$ cat src/rtl/dbus_io_pkg.sv
// rtl/dbus_io_pkg.sv - I/O window map, register offsets and STATUS layout for dbus_io_port
// Shared by dbus_io_port (optional stall counter: IO_STALL_CNT_EN).
package dbus_io_pkg;

  localparam logic [27:0] IO_WIN_TAG = 28'h00007FF;

  localparam logic [3:0] OFF_TXDATA = 4'h0;
  localparam logic [3:0] OFF_STATUS = 4'h4;
  localparam logic [3:0] OFF_CYCLE  = 4'h8;
  localparam logic [3:0] OFF_STALLS = 4'hC;
  localparam logic [3:0] OFF_HALT   = 4'hF;

  localparam int ST_FULL    = 0;
  localparam int ST_EMPTY   = 1;
  localparam int ST_OVF     = 2;
  localparam int ST_OCC_LSB = 4;

  function automatic logic [31:0] status_word(input logic full, input logic empty,
                                              input logic ovf, input logic [3:0] occ);
    logic [31:0] w;
    w                   = '0;
    w[ST_FULL]          = full;
    w[ST_EMPTY]         = empty;
    w[ST_OVF]           = ovf;
    w[ST_OCC_LSB +: 4]  = occ;
    return w;
  endfunction

endpackage

$ cat src/rtl/dbus_io_port_if.sv
// rtl/dbus_io_port_if.sv - core data-bus side and TX stream side of dbus_io_port
// master = core/sink driver, slave = the I/O port.
interface dbus_io_port_if;
  logic [31:0] addr;
  logic [31:0] wdata;
  logic        we;
  logic        io_hit;
  logic [31:0] rdata;
  logic [31:0] tx_data;
  logic        tx_valid;
  logic        tx_ready;

  modport master (output addr, wdata, we, tx_ready,
                  input  io_hit, rdata, tx_data, tx_valid);
  modport slave  (input  addr, wdata, we, tx_ready,
                  output io_hit, rdata, tx_data, tx_valid);
endinterface

$ cat src/rtl/io_fifo.sv
// rtl/io_fifo.sv - synchronous DEPTH x WIDTH FIFO, head word presented on rdata
// A push into a full FIFO is accepted only when a pop happens in the same cycle.
module io_fifo #(
  parameter int DEPTH = 4,
  parameter int WIDTH = 32
) (
  input  logic                     clk,
  input  logic                     rst,
  input  logic                     push,
  input  logic                     pop,
  input  logic [WIDTH-1:0]         wdata,
  output logic [WIDTH-1:0]         rdata,
  output logic                     full,
  output logic                     empty,
  output logic [$clog2(DEPTH):0]   count
);
  localparam int AW = $clog2(DEPTH);
  localparam logic [AW:0] FULL_CNT = (AW+1)'(DEPTH);

  logic [AW-1:0]    wr_ptr_q, wr_ptr_d, rd_ptr_q, rd_ptr_d;
  logic [AW:0]      count_q, count_d;
  logic [WIDTH-1:0] mem_q [DEPTH];
  logic [WIDTH-1:0] mem_d [DEPTH];
  logic             do_push, do_pop;

  assign empty = (count_q == '0);
  assign full  = (count_q == FULL_CNT);
  assign count = count_q;
  // Memory is not reset, so an empty FIFO presents zero rather than stale data.
  assign rdata = empty ? '0 : mem_q[rd_ptr_q];

  always_comb begin
    do_pop   = pop & ~empty;
    do_push  = push & (~full | do_pop);
    mem_d    = mem_q;
    if (do_push) mem_d[wr_ptr_q] = wdata;
    wr_ptr_d = wr_ptr_q + AW'(do_push);
    rd_ptr_d = rd_ptr_q + AW'(do_pop);
    count_d  = count_q + (AW+1)'(do_push) - (AW+1)'(do_pop);
  end

  always_ff @(posedge clk) begin
    if (rst) begin
      wr_ptr_q <= '0;
      rd_ptr_q <= '0;
      count_q  <= '0;
    end else begin
      wr_ptr_q <= wr_ptr_d;
      rd_ptr_q <= rd_ptr_d;
      count_q  <= count_d;
    end
  end

  always_ff @(posedge clk) begin
    mem_q <= mem_d;
  end

endmodule

$ cat src/rtl/dbus_io_port.sv
// rtl/dbus_io_port.sv - memory-mapped I/O responder: TX FIFO, cycle/stall counters, halt latch
// Optional stall counter enabled by defining IO_STALL_CNT_EN.
module dbus_io_port #(
  parameter int DEPTH = 4
) (
  input  logic               clk,
  input  logic               rst,
  input  logic               stall_in,
  dbus_io_port_if.slave      bus,
  output logic               halted,
  output logic [31:0]        halt_code
);
  import dbus_io_pkg::*;

  localparam int CW = $clog2(DEPTH) + 1;

  logic          hit, wr_en, push_req, pop;
  logic          fifo_full, fifo_empty;
  logic [CW-1:0] fifo_count;
  logic [4:0]    cnt_ext;
  logic [3:0]    occ;
  logic [3:0]    off;
  logic [31:0]   cycle_q, cycle_d, halt_code_q, halt_code_d, stalls_val;
  logic          ovf_q, ovf_d, halted_q, halted_d;

  assign off      = bus.addr[3:0];
  assign hit      = (bus.addr[31:4] == IO_WIN_TAG);
  assign wr_en    = bus.we & hit & ~halted_q;
  assign push_req = wr_en & (off == OFF_TXDATA);
  assign pop      = bus.tx_valid & bus.tx_ready;

  io_fifo #(.DEPTH(DEPTH), .WIDTH(32)) u_fifo (
    .clk   (clk),
    .rst   (rst),
    .push  (push_req),
    .pop   (pop),
    .wdata (bus.wdata),
    .rdata (bus.tx_data),
    .full  (fifo_full),
    .empty (fifo_empty),
    .count (fifo_count)
  );

  assign bus.tx_valid = ~fifo_empty;
  assign bus.io_hit   = hit;
  assign halted       = halted_q;
  assign halt_code    = halt_code_q;

  // Occupancy field is 4 bits; a 16-deep FIFO reports 15 when completely full.
  assign cnt_ext = 5'(fifo_count);
  assign occ     = (cnt_ext > 5'd15) ? 4'hF : cnt_ext[3:0];

`ifdef IO_STALL_CNT_EN
  logic [31:0] stalls_q, stalls_d;

  always_comb begin
    stalls_d = stalls_q;
    if (!halted_q && stall_in) stalls_d = stalls_q + 32'd1;
  end

  always_ff @(posedge clk) begin
    if (rst) stalls_q <= '0;
    else     stalls_q <= stalls_d;
  end

  assign stalls_val = stalls_q;
`else
  logic unused_stall_in;
  assign unused_stall_in = stall_in;
  assign stalls_val      = '0;
`endif

  always_comb begin
    cycle_d     = cycle_q;
    ovf_d       = ovf_q;
    halted_d    = halted_q;
    halt_code_d = halt_code_q;
    if (!halted_q) begin
      cycle_d = (wr_en && off == OFF_CYCLE) ? 32'd0 : cycle_q + 32'd1;
      if (push_req && fifo_full && !pop) ovf_d = 1'b1;
      if (wr_en && off == OFF_STATUS && bus.wdata[ST_OVF]) ovf_d = 1'b0;
      if (wr_en && off == OFF_HALT) begin
        halted_d    = 1'b1;
        halt_code_d = bus.wdata;
      end
    end
  end

  always_ff @(posedge clk) begin
    if (rst) begin
      cycle_q     <= '0;
      ovf_q       <= 1'b0;
      halted_q    <= 1'b0;
      halt_code_q <= '0;
    end else begin
      cycle_q     <= cycle_d;
      ovf_q       <= ovf_d;
      halted_q    <= halted_d;
      halt_code_q <= halt_code_d;
    end
  end

  always_comb begin
    bus.rdata = '0;
    if (hit) begin
      case (off)
        OFF_STATUS: bus.rdata = status_word(fifo_full, fifo_empty, ovf_q, occ);
        OFF_CYCLE:  bus.rdata = cycle_q;
        OFF_STALLS: bus.rdata = stalls_val;
        default:    bus.rdata = '0;
      endcase
    end
  end

endmodule

$ cat src/flat_wrapper.sv
// flat-port wrapper written by rule: the top's interface ports become plain ports
module dbus_io_port_flat import dbus_io_pkg::*;
#(
  parameter int DEPTH = 4
)
  (clk, rst, stall_in, halted, halt_code, bus_addr, bus_wdata, bus_we, bus_tx_ready, bus_io_hit, bus_rdata, bus_tx_data, bus_tx_valid);
  dbus_io_port_if bus_i ();
  input  logic clk;
  input  logic rst;
  input  logic stall_in;
  output logic halted;
  output logic [31:0] halt_code;
  input wire logic [$bits(bus_i.addr)-1:0] bus_addr;
  input wire logic [$bits(bus_i.wdata)-1:0] bus_wdata;
  input wire logic [$bits(bus_i.we)-1:0] bus_we;
  input wire logic [$bits(bus_i.tx_ready)-1:0] bus_tx_ready;
  output wire logic [$bits(bus_i.io_hit)-1:0] bus_io_hit;
  output wire logic [$bits(bus_i.rdata)-1:0] bus_rdata;
  output wire logic [$bits(bus_i.tx_data)-1:0] bus_tx_data;
  output wire logic [$bits(bus_i.tx_valid)-1:0] bus_tx_valid;
  assign bus_i.addr = bus_addr;
  assign bus_i.wdata = bus_wdata;
  assign bus_i.we = bus_we;
  assign bus_i.tx_ready = bus_tx_ready;
  assign bus_io_hit = bus_i.io_hit;
  assign bus_rdata = bus_i.rdata;
  assign bus_tx_data = bus_i.tx_data;
  assign bus_tx_valid = bus_i.tx_valid;
  dbus_io_port #(.DEPTH(DEPTH)) u_core (.clk(clk), .rst(rst), .stall_in(stall_in), .bus(bus_i), .halted(halted), .halt_code(halt_code));
endmodule
$ cat config.mk
export PLATFORM = sky130hd
export DESIGN_NAME = dbus_io_port_flat
export DESIGN_NICKNAME = d
export VERILOG_FILES = /design/src/rtl/dbus_io_pkg.sv /design/src/rtl/dbus_io_port_if.sv /design/src/rtl/io_fifo.sv /design/src/rtl/dbus_io_port.sv /design/src/flat_wrapper.sv
export SDC_FILE = /design/constraint.sdc
export NUM_CORES = 1
export LEC_CHECK = 0
export BUFFER_PORTS_ARGS = -buffer_cell sky130_fd_sc_hd__buf_4
export CORE_UTILIZATION = 30
export CTS_CLUSTER_SIZE = 30
export DETAILED_ROUTE_END_ITERATION = 6
export GPL_ROUTABILITY_DRIVEN = 0
export HOLD_SLACK_MARGIN = 0.02
export PLACE_DENSITY = 0.58
export SETUP_SLACK_MARGIN = 0.15
export SLEW_MARGIN = 15
export SYNTH_ARGS = -nofsm -noshare
export SYNTH_HDL_FRONTEND = slang
export SYNTH_SLANG_ARGS = --single-unit
export TNS_END_PERCENT = 50
$ cat constraint.sdc
create_clock -name clk -period 6.3 [get_ports clk]
set_clock_uncertainty 0.2 [all_clocks]
set_input_delay 1.26 -clock clk [delete_from_list [all_inputs] [get_ports clk]]
set_output_delay 1.26 -clock clk [all_outputs]
set_load 0.02 [all_outputs]
### After elaboration in Yosys (flattened, before gate mapping)

Index checks and enable logic that the tools add are counted.

* input bits: 69
* output and inout port bits: 99
* flip-flop bits (word level): 201

* reductions and logical operators: 13
* mux-type cells: 15
* $lt $le $gt $ge: 4
* add/subtract/negate cells: 5
* equality and inequality tests: 5
* bitwise operators: 12

Operators by type and width (count)
* $mux 32: 6
* $bwmux 128: 1
* $bmux 32 s2: 1
* $demux 32 s2: 1
* $pmux 32 s2: 1
* $add 32x1->32 const B: 1
* $eq 28x11->1 const B: 1
* $eq 4x4->1 const B: 2
* $logic_and 1x1->1: 7
* $and 1x1->1: 6
* $ge 3x3->1 const B: 2
* $not 2->3: 2
* $add 2x1->2: 2
* $eq 4x3->1 const B: 1
* $gt 3x4->1 const B: 1
* $logic_not 4->1: 1
* $mux 1: 4
* $mux 4: 1
* $reduce_and 2->1: 2
* $add 3x1->3: 1
* $eq 3x3->1 const B: 1
* $logic_not 3->1: 1
* $lt 3x1->1 const B: 1
* $not 1->1: 3
* other kinds (4): 4

### Logic depth before layout (Yosys ltp)

* word-level depth: 8
* depth in mapped cells: 12
* depth with buffers taken out: 10

### By module

A second synthesis with hierarchy kept.

* cells, all modules: 628
* area, all modules: 8445.6 µm²

Modules (own cells, without submodules)
* io_fifo: instances 1, area each 5262.5 µm², sequential area each 3983.8 µm², cells an instance 239
* dbus_io_port: instances 1, area each 3183.1 µm², sequential area each 1321.3 µm², cells an instance 389

### Worst setup path before layout

No wires, ideal clock.

* kind: in2reg
* start: input port bus_addr[24]
* end: register u_core.u_fifo.mem_q[100] (netlist name) (enable)
* cell stages on the path: 6
* library setup time: 0.461 ns
* data required time: 5.639 ns
* slack: 1.214 ns
* data arrival time: 4.424 ns
* cell sequence: nor4b_1 > nand4_1 > clkbuf_1 > nand4bb_1 > clkbuf_1 > nor3_1

* longest elaborated chain between the ends: 5

Ends and longest elaborated chain
* from (decl): RTL line flat_wrapper.sv:13 `input wire logic [$bits(bus_i.addr)-1:0] bus_addr;`
* $eq 28x11->1: RTL line dbus_io_port.sv:27 `assign hit = (bus.addr[31:4] == IO_WIN_TAG);`
* $and 1x1->1 (2 in series): RTL line dbus_io_port.sv:28 `assign wr_en = bus.we & hit & ~halted_q;`
* $and 1x1->1: RTL line dbus_io_port.sv:29 `assign push_req = wr_en & (off == OFF_TXDATA);`
* $and 1x1->1: RTL line io_fifo.sv:34 `do_push = push & (~full | do_pop);`
* to (signal assigned): RTL line io_fifo.sv:55 `mem_q <= mem_d;`
* to (decl): RTL line io_fifo.sv:22 `logic [WIDTH-1:0] mem_q [DEPTH];`

Every way passes these cells.
A chain may end at the register's enable or synchronous reset.

### Worst setup path in the final report

* start: input port bus_addr[15]
* end: output port bus_rdata[8]

* longest elaborated chain between the ends: 2

Ends and longest elaborated chain
* $eq 28x11->1: RTL line dbus_io_port.sv:27
* $mux 32: RTL line dbus_io_port.sv:105 `if (hit) begin`
* to (decl): RTL line flat_wrapper.sv:18 `output wire logic [$bits(bus_i.rdata)-1:0] bus_rdata;`

Every way passes these cells.

==> run summary <==
Yosys warns: 0
Peak supply drop: 0.171 mV
DRC: 0
GRT overflow: 0
Worst Hold Launch: u_core.halt_code[19]
GRT Total Usage: 13.8%
Final max-slew violation count: 0
Maxcap violations: 0
Synth area leaders: edfxtp_1 (45%), dfxtp_1 (17%), mux4_2 (8.4%)
Hold Path Class: reg -> reg
Pwr dens: 330 nW/um2
Hold buffer count at CTS: 0
Port bufs: 166
Synthesized area: 8630 um2
Post-layout minimum cycle time: 4620 ps
TritonCTS Buffers: 23
Max Root-Sink Buffers: 3
Final core occ: 39.6%
Yosys cell types: 51
Synth top area share: 44.5%
Dominant synthesized flop cell: edfxtp_1
Clock slew at reported path FFs: 60 ps
Post-Syn Nets: 711
CP required: 4840 ps
Flop-to-flop setup slack: 3410 ps
Worst-margin pin slew: 1000 ps
Yosys top cell by area: edfxtp_1
Vias per cell: 4.67
Pin count of the biggest net entering global routing: 67
Hold EP: u_core.halt_code[19]
Detailed-route via count: 5592
Final #Nets: 877
Cell Count, Final, Fillers Out: 1197
Pre-CTS setup slack: 1710 ps
Number of global-route vias before repair: 5436
DRT Pass-1 Iters: 4
Post-synthesis async set-or-reset flop share: 0%
Ports: 168
R2R Path End: u_core.u_fifo.count[2]
FF+latch count, synth: 201
Post-CTS Resized: 0
Core area: 28000 um2
Hold violation total from the final report: 0
Average wire per standard cell: 17.0 um
PnR Total Power: 0.00366 W
1st-iter DRT viols: 262
Setup violators final: 0
Root Buffer: clkbuf_16
CTS tree: done
Leakage: 3.90 nW
Initial antenna violation count: 0
Sequential-to-total area share from yosys stat: 61.5%
Hpwl dp: 12600 um
ANT cells: 0
Final WS setup: 1680 ps
Syn Inst Count: 636
Worst-Skew Late Latency: 510 ps
Die Footprint: 29400 um2
Initial core utilization: 30.8%
Most frequent CP cell: buf_4
Hold Path Depth: 2
ANT nets after route: 0
Total Wirelength: 20300 um
CTS sink count: 201
Max stage delay on crit path: 510 ps
CP endpoint kind: output port
Die W: 172 um
TNS Setup: 0 ps
Cell Count Post-Placement: 1155
Relative slew slack: 33.1%
Worst Path Arrival: 3160 ps
CP max stage cell: nand4_1
First-pass GRT wire length: 31100 um
Final worst-path cycle share: 73.3%
Setup bufs post-CTS: 0
Status: finished clean
Worst R2R Start: u_core.halted
Syn Area/Cell: 13.6 um2
Layout cells sized above 1: 34.8%
R2r worst-path depth: 9
CP Max Fanout: 22
Unrepaired setup endpoints after global routing: no
F_max: 0.217 GHz
# H-tree levels: 1
Critical path class: in -> out
Cell breakdown of the critical path: buf_4 > nor4b_1 > nand4_1 > nor3_1 > buf_4 > and2_1 > buf_4
Row cnt: 61
Area added between synthesis and finish: 28.4%
EDFF count, synth: 128
Fill cells: 2700
Die height: 172 um
Startpoint Class: primary input
-- worst max path at each step --
stage | from | to | slack [ps] | cells past startpoint
after CTS | bus_addr[15] | bus_rdata[8] | 1690 | 7
final | bus_addr[15] | bus_rdata[8] | 1680 | 7
after detailed placement | bus_addr[15] | bus_rdata[8] | 1710 | 7
after global placement | bus_addr[15] | bus_rdata[8] | 1680 | 7
after floorplan | bus_addr[24] | u_core.u_fifo.mem_q[100] | 1210 | 6
after global routing | bus_addr[15] | bus_rdata[8] | 1480 | 7
-- power by group --
part	internal, W	leakage, nW	total, W	switching, W
clock network	0.000810	0.371	0.00136	0.000552
logic	0.000385	1.79	0.000816	0.000432
registers	0.00141	1.74	0.00148	0.0000676
total	0.00261	3.90	0.00366	0.00105
-- synthesized netlist by cell type (5+ instances only) --
cell type  instances
and2_1            22
o21ai_0           12
mux4_2            32
a211oi_1           5
edfxtp_1         128
nor4_1             8
nand2_1           76
nor2b_1           40
dfxtp_1           73
nand3_1           10
xnor2_1           12
or4_1              6
o31ai_1            6
buf_2             10
a22oi_1            5
nor4b_1            5
nand4_1            7
inv_1             15
a211oi_2          14
mux2i_1           32
nor2_1            14
nor3_1            21
clkbuf_1          21
or3_1             15
ha_1               5
-- registers in the layout (all words and copies together), names as in the netlist --
name	flops
u_core.cycle_q	32
u_core.halt_code	32
u_core.halted	1
u_core.ovf_q	1
u_core.u_fifo.count	3
u_core.u_fifo.mem_q	128
u_core.u_fifo.rd_ptr_q	2
u_core.u_fifo.wr_ptr_q	2
-- layout by cell type (no fill, tap or decap), types with 12 or more instances in the layout --
cell type,Yosys,final
buf_4,0,179
edfxtp_1,128,128
nand2_1,76,76
dfxtp_1,73,71
nor2b_1,40,40
mux2i_1,32,32
mux4_2,32,32
clkbuf_16,0,23
and2_1,22,22
or3_1,15,15
nor3_1,21,15
nor2_1,14,14
a211oi_2,14,14
inv_1,15,14
o21ai_0,12,12
xnor2_1,12,12
-- final cells by class --
class | count | area [um2] | area share, %
Sequential cell | 201 | 5310 | 47.9
Multi-Input combinational cell | 382 | 3120 | 28.2
Timing Repair Buffer | 179 | 1340 | 12.1
Clock buffer | 30 | 642 | 5.79
Tap cell | 378 | 473 | 4.27
Clock inverter | 12 | 141 | 1.28
Inverter | 15 | 56.3 | 0.508
-- per-layer routing --
| metal | GRT usage, % | vias up | part of all wire [%] |
|---|---|---|---|
| met5 | 0 | - | 0 |
| met4 | 3.84 | 0 | 1.6 |
| met3 | 3.54 | 22 | 6.0 |
| met2 | 22.2 | 118 | 47 |
| met1 | 18.2 | 2737 | 46 |
| li1 | - | 2715 | - |
-- through the flow --
| stage | area [um2] | hold WS, ps |
|---|---|---|
| CTS | 11100 | 261 |
| global placement | 10300 | 244 |
| floorplan | 8630 | 250 |
| global route | 11100 | 275 |
| detailed placement | 10300 | 247 |
| finish | 11100 | 259 |
-- kinds of logic after synthesis --
logic type / after synthesis / synth area share (%)
xor gates and xnor gates: 16 / 1.62
DFF: 201 / 61.5
and+or+nand+nor: 248 / 16.4
AOI/OAI and AO/OA: 48 / 4.70
adders and majority gates: 6 / 0.957
muxes: 64 / 12.1
buffers and inverters: 53 / 2.78
-- critical path: cells and delay by family --
kind,cells,cell delay [ps]
AND/OR/NAND/NOR,4,1370
buffers and inverters,3,530
Power figures use the tool's default switching activity.
